File: src/rtl/mat_elem_alu.sv
// mat_elem_alu: element-wise matrix ALU for ROWS x COLS matrices of DW-bit
// elements. It computes LANES elements per cycle under a start/busy/done
// handshake. The operands are captured when start is accepted, so upstream
// may change them while the block runs.
//
// Ports:
//   clk     rising-edge clock
//   reset   synchronous, active-high reset
//   start   request; sampled only in IDLE or DONE
//   op      00 C=A+B, 01 C=A-B, 10 C=B-A, 11 C=A+B[0] (broadcast)
//   a_flat  matrix A, row-major, element i at [i*DW +: DW]
//   b_flat  matrix B, same packing
//   c_flat  result matrix, same packing
//   busy    high while computing
//   done    one-cycle pulse when c_flat is complete
//   ovf     sticky signed-overflow flag for the last operation
//
// Optional feature: define MAT_ELEM_ALU_SAT_EN for signed saturating
// arithmetic with an ovf flag. Without it, results wrap modulo 2^DW and ovf
// is tied to 0.
module mat_elem_alu #(
  parameter int unsigned ROWS  = 3,
  parameter int unsigned COLS  = 3,
  parameter int unsigned DW    = 32,
  parameter int unsigned LANES = 1
) (
  input  logic                     clk,
  input  logic                     reset,
  input  logic                     start,
  input  logic [1:0]               op,
  input  logic [ROWS*COLS*DW-1:0]  a_flat,
  input  logic [ROWS*COLS*DW-1:0]  b_flat,
  output logic [ROWS*COLS*DW-1:0]  c_flat,
  output logic                     busy,
  output logic                     done,
  output logic                     ovf
);

  localparam int unsigned N  = ROWS * COLS;
  localparam int unsigned NB = N * DW;
  localparam int unsigned IW = $clog2(N + LANES);
  localparam int unsigned SW = $clog2(NB);

  typedef enum logic [1:0] {
    IDLE = 2'd0,
    RUN  = 2'd1,
    DONE = 2'd2
  } state_t;

  state_t            state_q, state_d;
  logic [NB-1:0]     a_q, b_q;
  logic [1:0]        op_q;
  logic [IW-1:0]     idx_q;
  logic              capture, step, last_grp;
  logic              busy_d, done_d;

  int unsigned       lane_idx  [LANES];
  logic [SW-1:0]     lane_base [LANES];
  logic [DW-1:0]     lane_res  [LANES];
  logic [LANES-1:0]  lane_act;

  // The final group is the one whose lanes reach element N-1.
  assign last_grp = (32'(idx_q) + LANES) >= N;

  // State register and registered handshake outputs.
  always_ff @(posedge clk) begin
    if (reset) begin
      state_q <= IDLE;
      busy    <= 1'b0;
      done    <= 1'b0;
    end else begin
      state_q <= state_d;
      busy    <= busy_d;
      done    <= done_d;
    end
  end

  // Next-state logic.
  always_comb begin
    state_d = state_q;
    case (state_q)
      IDLE:    if (start) state_d = RUN;
      RUN:     if (last_grp) state_d = DONE;
      DONE:    state_d = start ? RUN : IDLE;
      default: state_d = IDLE;
    endcase
  end

  // Control outputs. busy and done follow the state that is being entered.
  always_comb begin
    capture = 1'b0;
    step    = 1'b0;
    case (state_q)
      IDLE:    capture = start;
      RUN:     step    = 1'b1;
      DONE:    capture = start;
      default: ;
    endcase
    busy_d = (state_d == RUN);
    done_d = (state_d == DONE);
  end

`ifdef MAT_ELEM_ALU_SAT_EN
  logic [LANES-1:0] lane_ovf;

  // Compute one element with one sign-extension bit. Bit DW of the return
  // value reports a clamp.
  function automatic logic [DW:0] elem_op(input logic [1:0] o,
                                          input logic [DW-1:0] x,
                                          input logic [DW-1:0] y,
                                          input logic [DW-1:0] s);
    logic [DW:0] xe, ye, se, r;
    xe = {x[DW-1], x};
    ye = {y[DW-1], y};
    se = {s[DW-1], s};
    case (o)
      2'b00:   r = xe + ye;
      2'b01:   r = xe - ye;
      2'b10:   r = ye - xe;
      default: r = xe + se;
    endcase
    // The result overflowed if the top two bits of the extended value differ.
    // Clamp toward the sign of the true result.
    if (r[DW] != r[DW-1]) return {1'b1, r[DW], {(DW-1){~r[DW]}}};
    return {1'b0, r[DW-1:0]};
  endfunction
`else
  function automatic logic [DW-1:0] elem_op(input logic [1:0] o,
                                            input logic [DW-1:0] x,
                                            input logic [DW-1:0] y,
                                            input logic [DW-1:0] s);
    case (o)
      2'b00:   return x + y;
      2'b01:   return x - y;
      2'b10:   return y - x;
      default: return x + s;
    endcase
  endfunction
`endif

  // Per-lane element selection and arithmetic. Lanes beyond element N-1 in
  // the final group are marked inactive.
  always_comb begin
    for (int unsigned l = 0; l < LANES; l++) begin
      lane_idx[l]  = 32'(idx_q) + l;
      lane_base[l] = SW'(lane_idx[l] * DW);
      lane_act[l]  = lane_idx[l] < N;
`ifdef MAT_ELEM_ALU_SAT_EN
      {lane_ovf[l], lane_res[l]} = elem_op(op_q, a_q[lane_base[l] +: DW],
                                           b_q[lane_base[l] +: DW], b_q[DW-1:0]);
`else
      lane_res[l] = elem_op(op_q, a_q[lane_base[l] +: DW],
                            b_q[lane_base[l] +: DW], b_q[DW-1:0]);
`endif
    end
  end

  // Operand capture, group index and result writes.
  always_ff @(posedge clk) begin
    if (reset) begin
      a_q    <= '0;
      b_q    <= '0;
      op_q   <= '0;
      idx_q  <= '0;
      c_flat <= '0;
    end else if (capture) begin
      a_q   <= a_flat;
      b_q   <= b_flat;
      op_q  <= op;
      idx_q <= '0;
    end else if (step) begin
      idx_q <= idx_q + IW'(LANES);
      for (int unsigned l = 0; l < LANES; l++) begin
        if (lane_act[l]) c_flat[lane_base[l] +: DW] <= lane_res[l];
      end
    end
  end

`ifdef MAT_ELEM_ALU_SAT_EN
  // Sticky until the next accepted start.
  always_ff @(posedge clk) begin
    if (reset) begin
      ovf <= 1'b0;
    end else if (capture) begin
      ovf <= 1'b0;
    end else if (step && |(lane_ovf & lane_act)) begin
      ovf <= 1'b1;
    end
  end
`else
  assign ovf = 1'b0;
`endif

endmodule

File: config.mk
export PLATFORM = sky130hd
export DESIGN_NAME = mat_elem_alu
export DESIGN_NICKNAME = d
export VERILOG_FILES = /design/src/rtl/mat_elem_alu.sv
export SDC_FILE = /design/constraint.sdc
export NUM_CORES = 2
export LEC_CHECK = 0
export CORE_AREA = 2 2 337 339
export CTS_BUF_LIST = sky130_fd_sc_hd__clkbuf_8
export DETAILED_ROUTE_END_ITERATION = 10
export DIE_AREA = 0 0 339 341
export GPL_TIMING_DRIVEN = 0
export PLACE_DENSITY = 0.55
export SYNTH_ARGS = -nofsm -noshare
export SYNTH_HDL_FRONTEND = slang
export SYNTH_SLANG_ARGS = --single-unit
File: constraint.sdc
create_clock -name clk -period 8.14 [get_ports clk]
set_clock_uncertainty 0.2 [all_clocks]
set_input_delay 2.035 -clock clk [delete_from_list [all_inputs] [get_ports clk]]
set_output_delay 2.035 -clock clk [all_outputs]
set_load 0.01 [all_outputs]
---- Yosys cells after proc, flatten, opt, wreduce, memory -nomap -nowiden ----
Index checks and enable logic that the tools add are counted.
storage, ports and cells
  register bits ........................... 874
  bits in latches ......................... 0
  RAM bits ................................ 0
  memory bits (read-only) ................. 0
  output and inout bits ................... 291
  logic and storage cells ................. 41
  memories ................................ 0
operators by class
  add/subtract/negate cells ............... 7
  multipliers ............................. 0
  divide/modulo/power cells ............... 0
  $lt $le $gt $ge ......................... 2
  eq/ne operators ......................... 6
  shifts and indexed selects .............. 4
  multiplexer cells ....................... 8
  bitwise logic cells ..................... 1
  reduce and logical (&&, ||, !) cells .... 5
operators by type and width
  operator                                                 count
  indexed part select 288 x 10 -> 32 bit                   2
  bitwise mux 288 bit                                      1
  variable shift 32 x 11 -> 288 bit, first input constant  1
  indexed part select 32 x 11 -> 288 bit                   1
  case mux 32 bit (3 select lines)                         1
  adder 32 bit                                             2
  subtractor 32 bit                                        2
  negation 9 -> 11 bit                                     1
  == test 2 x 1 -> 1 bit, second input constant            3
  == test 2 bit, second input constant                     3
  case mux 2 bit (3 select lines)                          1
  adder 4 x 1 -> 5 bit, second input constant              1
  >= comparator 5 x 4 -> 1 bit, second input constant      1
  adder 4 x 1 -> 4 bit, second input constant              1
  zero test 2 bit                                          2
  < comparator 4 bit, second input constant                1
  2-to-1 mux 2 bit                                         2
  OR reduction 2 bit                                       2
  2-to-1 mux 1 bit                                         3
  AND reduction 3 bit                                      1
  inverter 1 bit                                           1

---- Longest topological paths before layout ----
  depth after elaboration ................. 5
  mapped depth ............................ 23

---- Worst setup path after synthesis ----
No wires, ideal clock.
  path type ............................... reg-to-reg
  start ................................... register idx_q[0]
  end ..................................... register c_flat[157]
  setup time .............................. 0.086 ns
  data arrival time ....................... 5.418 ns
  data required time ...................... 7.854 ns
  setup slack ............................. 2.437 ns
  stages on the path, launching flop included .. 22
  period minus slack after synthesis ...... 5.703 ns
  cell sequence ........................... dfxtp_1 buf_6 buf_4 buf_2 mux2i_1 a22oi_1 a32oi_1 ha_1 and3_1 nand2_1 or4_4 o41ai_2 xnor2_1 ha_1 a21o_1 a211o_1 a211o_1 a21o_1 o311a_1 o211a_1 a221o_1 a211oi_1
between the ends
  word-level cells in the longest chain between the ends .. 5
  elaborated cells between the ends (all ways) .. 13
  those cells by class .................... 5 x add/sub; 1 x order compare; 4 x shift; 2 x mux; 1 x reduce/logical
ends and longest elaborated chain
  element                                                    RTL line  text
  from (decl)                                                53        logic [IW-1:0] idx_q;
  from (signal assigned)                                     172       idx_q <= idx_q + IW'(LANES);
  indexed part select 288 x 10 -> 32 bit (on tied branches)  152, 153
  adder 32 bit (tied with other cells)                       136       default: return x + s;
  case mux 32 bit (3 select lines)                           132       case (o)
  indexed part select 32 x 11 -> 288 bit                     174       if (lane_act[l]) c_flat[lane_base[l] +: DW] <= lane_res[l];
  bitwise mux 288 bit                                        174
  to (signal, indexed assignment)                            174
  to (decl)                                                  33        output logic [ROWS*COLS*DW-1:0] c_flat,
Parallel ways exist; a longest one is shown, timed or not.
A chain may end at the register's enable or synchronous reset.

---- Worst setup path after layout ----
  start ................................... register idx_q[1]
  end ..................................... register c_flat[222]
The elaborated chain is that of the path after synthesis.

==> out/metrics.cfg <==
[yosys]
syn_inst = 3694
yosys.area_share.simple = 0.105
synth-xor-area-share = 0.0247
avgSynthCellArea_sq_um = 10.1
synth_fa_ha_area_frac = 0.0243
synth_flop_cell = dfxtp_1
synth_edf_count = 0
syn_nets = 4346
syn_area_sq_um = 37200
seq_area_frac_synth = 0.471
synth_top_family_by_area = compound AO/OA/AOI/OAI gates
synth.distinct_cells = 77
synthMuxAreaShare = 0.0898
yosysWarnings = 0
ys_ff_latch = 874
async_flop_share = 0
synth-compound-area-share = 0.247

[floorplan]
ios = 872
die-width_microns = 339
coreArea_sq_um = 112000
num_rows = 123
dieArea_sq_um = 116000
die_y_microns = 341
start_util = 0.332

[worst_setup_path]
worstPathArrival_ns = 8.51
worstPathCellList = buf_2 > clkdlybuf4s15_2 > clkbuf_4 > buf_2 > clkbuf_1 > mux4_2 > mux2i_1 > o21ai_0 > o21ai_0 > ha_1 > clkbuf_1 > a211o_1 > a211oi_1 > o31ai_1 > nor2_1 > a21boi_0 > a221o_1 > mux2_2 > nand2_1 > a211oi_1
worstPathMaxFanout = 10
crit_type = flop to flop
cpPeakStageDelay_ns = 0.64
slowest_stage = o21ai_0
crit_path_end_kind = flop
cp.required_ns = 8.65
cp-start-kind = flop

[power]
p_int_w = 0.00784
power_frac_seq = 0.393
ir_worst_vdd_v = 0.000143
p_leak_nw = 19.1
power.density_nw_per_um2 = 232
switching_share = 0.341
combPwrFrac = 0.261
switchingPower_w = 0.00405
p_clk_frac = 0.346

[layout]
finalNonFillerCells = 6386
layout_common_cells = 874 x dfxtp_1, 869 x clkdlybuf4s50_1, 580 x a22o_1
layout.nets = 5388
final_common_cell = dfxtp_1
drive_gt1_frac = 0.0846
fin_util = 0.459
syn_to_final_growth_pct = 38.1

[routing]
dr.pass1.iters = 6
drt-initial-drc-count = 2964
wirelength_microns = 187000
drc = 0
viasPerCell = 5.55
avgRoutedWirePerCell_microns = 29.3
drtAntennaViolNets = 0
num_vias = 35400

[timing]
final_hold_viol_count = 0
rsz0062_at_grt = no
tightest_slew_ns = 1.39
maxSlewViolCount = 0
fin_crit_ns = 8.00
fin_crit_sh = 0.982
setup-violations-final = 0
max_slew_margin = 0.0685
timing.fmax_mhz = 125

[cts]
cts_tree = done
ctsHtreeMaxLevel = 4
clk-insertion-delay-late_ns = 0.90
cts_buffers = 152
clock_path_buffers = 3
clk_pin_slew_ns = 0.09
clock_sinks = 874
cts_root_buffer = clkbuf_8
hold_buffers = 0

[global_route]
grt_use_total = 0.313
grt_pass1_wl_microns = 261000
grt_pass1_vias = 34900
overflow = 0
grt_antenna_before_repair = 75
grt_max_degree = 20

[place]
portBuffers = 869
hpwl_microns = 150000
place.gp.congestion = 0.949
dp.cells = 6080

[job]
cap_violations = 0

[status]
outcome = finished, final reports clean

[min_path]
hp-class = flop to flop

## final timing paths
check             slack [ns]        from  cells past startpoint           to
setup / recovery        0.14    idx_q[1]                     20  c_flat[222]
hold / removal          0.25  c_flat[40]                      2   c_flat[40]
setup reg to reg        0.14    idx_q[1]                     20  c_flat[222]
hold reg to reg         0.25  c_flat[40]                      2   c_flat[40]
## flip-flops by register name, summed over array words and instances (netlist names)
signal   flops
a_q        288
done         1
c_flat     288
state_q      2
b_q        288
busy         1
op_q         2
idx_q        4
## kinds of logic (layout without fill, tap and decap cells)
logic type	count (synthesis)	count (layout)
buffers and inverters	359	1512
flip-flops	874	874
adder cells (fa/ha/maj)	71	71
XOR/XNOR	105	105
AO/OA/AOI/OAI	1224	1224
AND/OR/NAND/NOR	851	851
multiplexers	209	209
other	1	40
## what timing repair did
item                       CTS  global route
buffers inserted             3             0
resized for setup           16            11
setup endpoints to repair  181            47
pin swaps                    2             0
## per-stage QoR
| step | total power (W) | cell area [sq um] | setup WS, ns | TNS, ns | hold WS [ns] |
|---|---|---|---|---|---|
| 2_1_floorplan | 0.00621 | 37200 | 2.44 | 0 | 0.237 |
| 3_3_place_gp | 0.00762 | 47700 | -2.36 | -227.72 | 0.243 |
| 3_5_place_dp | 0.00780 | 48000 | -1.45 | -72.63 | 0.245 |
| 4_1_cts | 0.0119 | 51200 | 0.0951 | 0 | 0.254 |
| 5_1_grt | 0.0123 | 51300 | 0.0144 | 0 | 0.272 |
| 6_report | 0.0119 | 51300 | 0.142 | 0 | 0.253 |
## Yosys cell counts, types with 5 or more instances
cell type | instances | area [sq um]
nand3_1 | 47 | 235
a22oi_1 | 39 | 293
a21oi_1 | 185 | 926
dfxtp_1 | 874 | 17500
a211o_1 | 6 | 52.6
inv_1 | 37 | 139
xnor2_1 | 54 | 473
ha_1 | 69 | 863
a211oi_1 | 114 | 856
or2_2 | 6 | 37.5
mux2i_1 | 108 | 1080
nand3b_1 | 42 | 315
nor3_1 | 67 | 335
nand2b_1 | 24 | 150
o21ai_1 | 8 | 40.0
buf_1 | 19 | 71.3
and3_1 | 9 | 56.3
buf_2 | 14 | 70.1
o31a_1 | 5 | 43.8
o21a_1 | 9 | 67.6
a222oi_1 | 10 | 100
a221oi_1 | 13 | 114
or4_1 | 6 | 45.0
nand4_1 | 7 | 43.8
o31ai_1 | 16 | 120
nand2_1 | 279 | 1050
a32oi_1 | 9 | 78.8
a21boi_0 | 7 | 52.6
mux4_2 | 99 | 2230
and2_1 | 17 | 106
a31oi_1 | 12 | 75.1
o211ai_1 | 9 | 67.6
clkbuf_1 | 277 | 1040
nor2b_1 | 15 | 93.8
nor4_1 | 9 | 56.3
a22o_1 | 580 | 5080
xor2_1 | 51 | 447
o21ai_0 | 143 | 716
a32o_1 | 6 | 60.1
a21o_1 | 28 | 210
or3_1 | 13 | 81.3
nor2_1 | 293 | 1100
## worst max-delay path, delay by kind of cell, from the launching register on
kind	cells	cell delay [ns]
AO/OA/AOI/OAI	8	2.77
AND/OR/NAND/NOR	2	0.39
adder cells (fa/ha/maj)	1	0.35
multiplexers	3	0.90
buffers and inverters	6	2.62
flip-flops	1	0.53
## cell type report
cell class,instances,area (sq um)
Sequential cell,874,17500
Inverter,40,150
Timing Repair Buffer,889,8930
Fill cell,11000,60600
Tap cell,1500,1880
Clock inverter,75,439
Buffer,318,1300
Antenna cell,39,97.6
Multi-Input combinational cell,2461,18400
Clock buffer,190,2620
## layer usage
metal | part of all wire | track usage | vias up
met4 | 0.045 | 0.145 | 60
met2 | 0.48 | 0.526 | 1602
met5 | 0.0020 | 0 | -
met3 | 0.078 | 0.0730 | 382
li1 | - | - | 16000
met1 | 0.40 | 0.380 | 17400
## power groups by stage
stage / Sequential (W) / Clock (W) / Combinational [W]
4_1_cts: 0.00467 / 0.00414 / 0.00306
5_1_grt: 0.00469 / 0.00433 / 0.00325
6_report: 0.00468 / 0.00412 / 0.00310
2_1_floorplan: 0.00471 / 0 / 0.00150
3_5_place_dp: 0.00476 / 0 / 0.00304
3_3_place_gp: 0.00476 / 0 / 0.00286
Note: power is estimated with default switching activity, not from simulation.
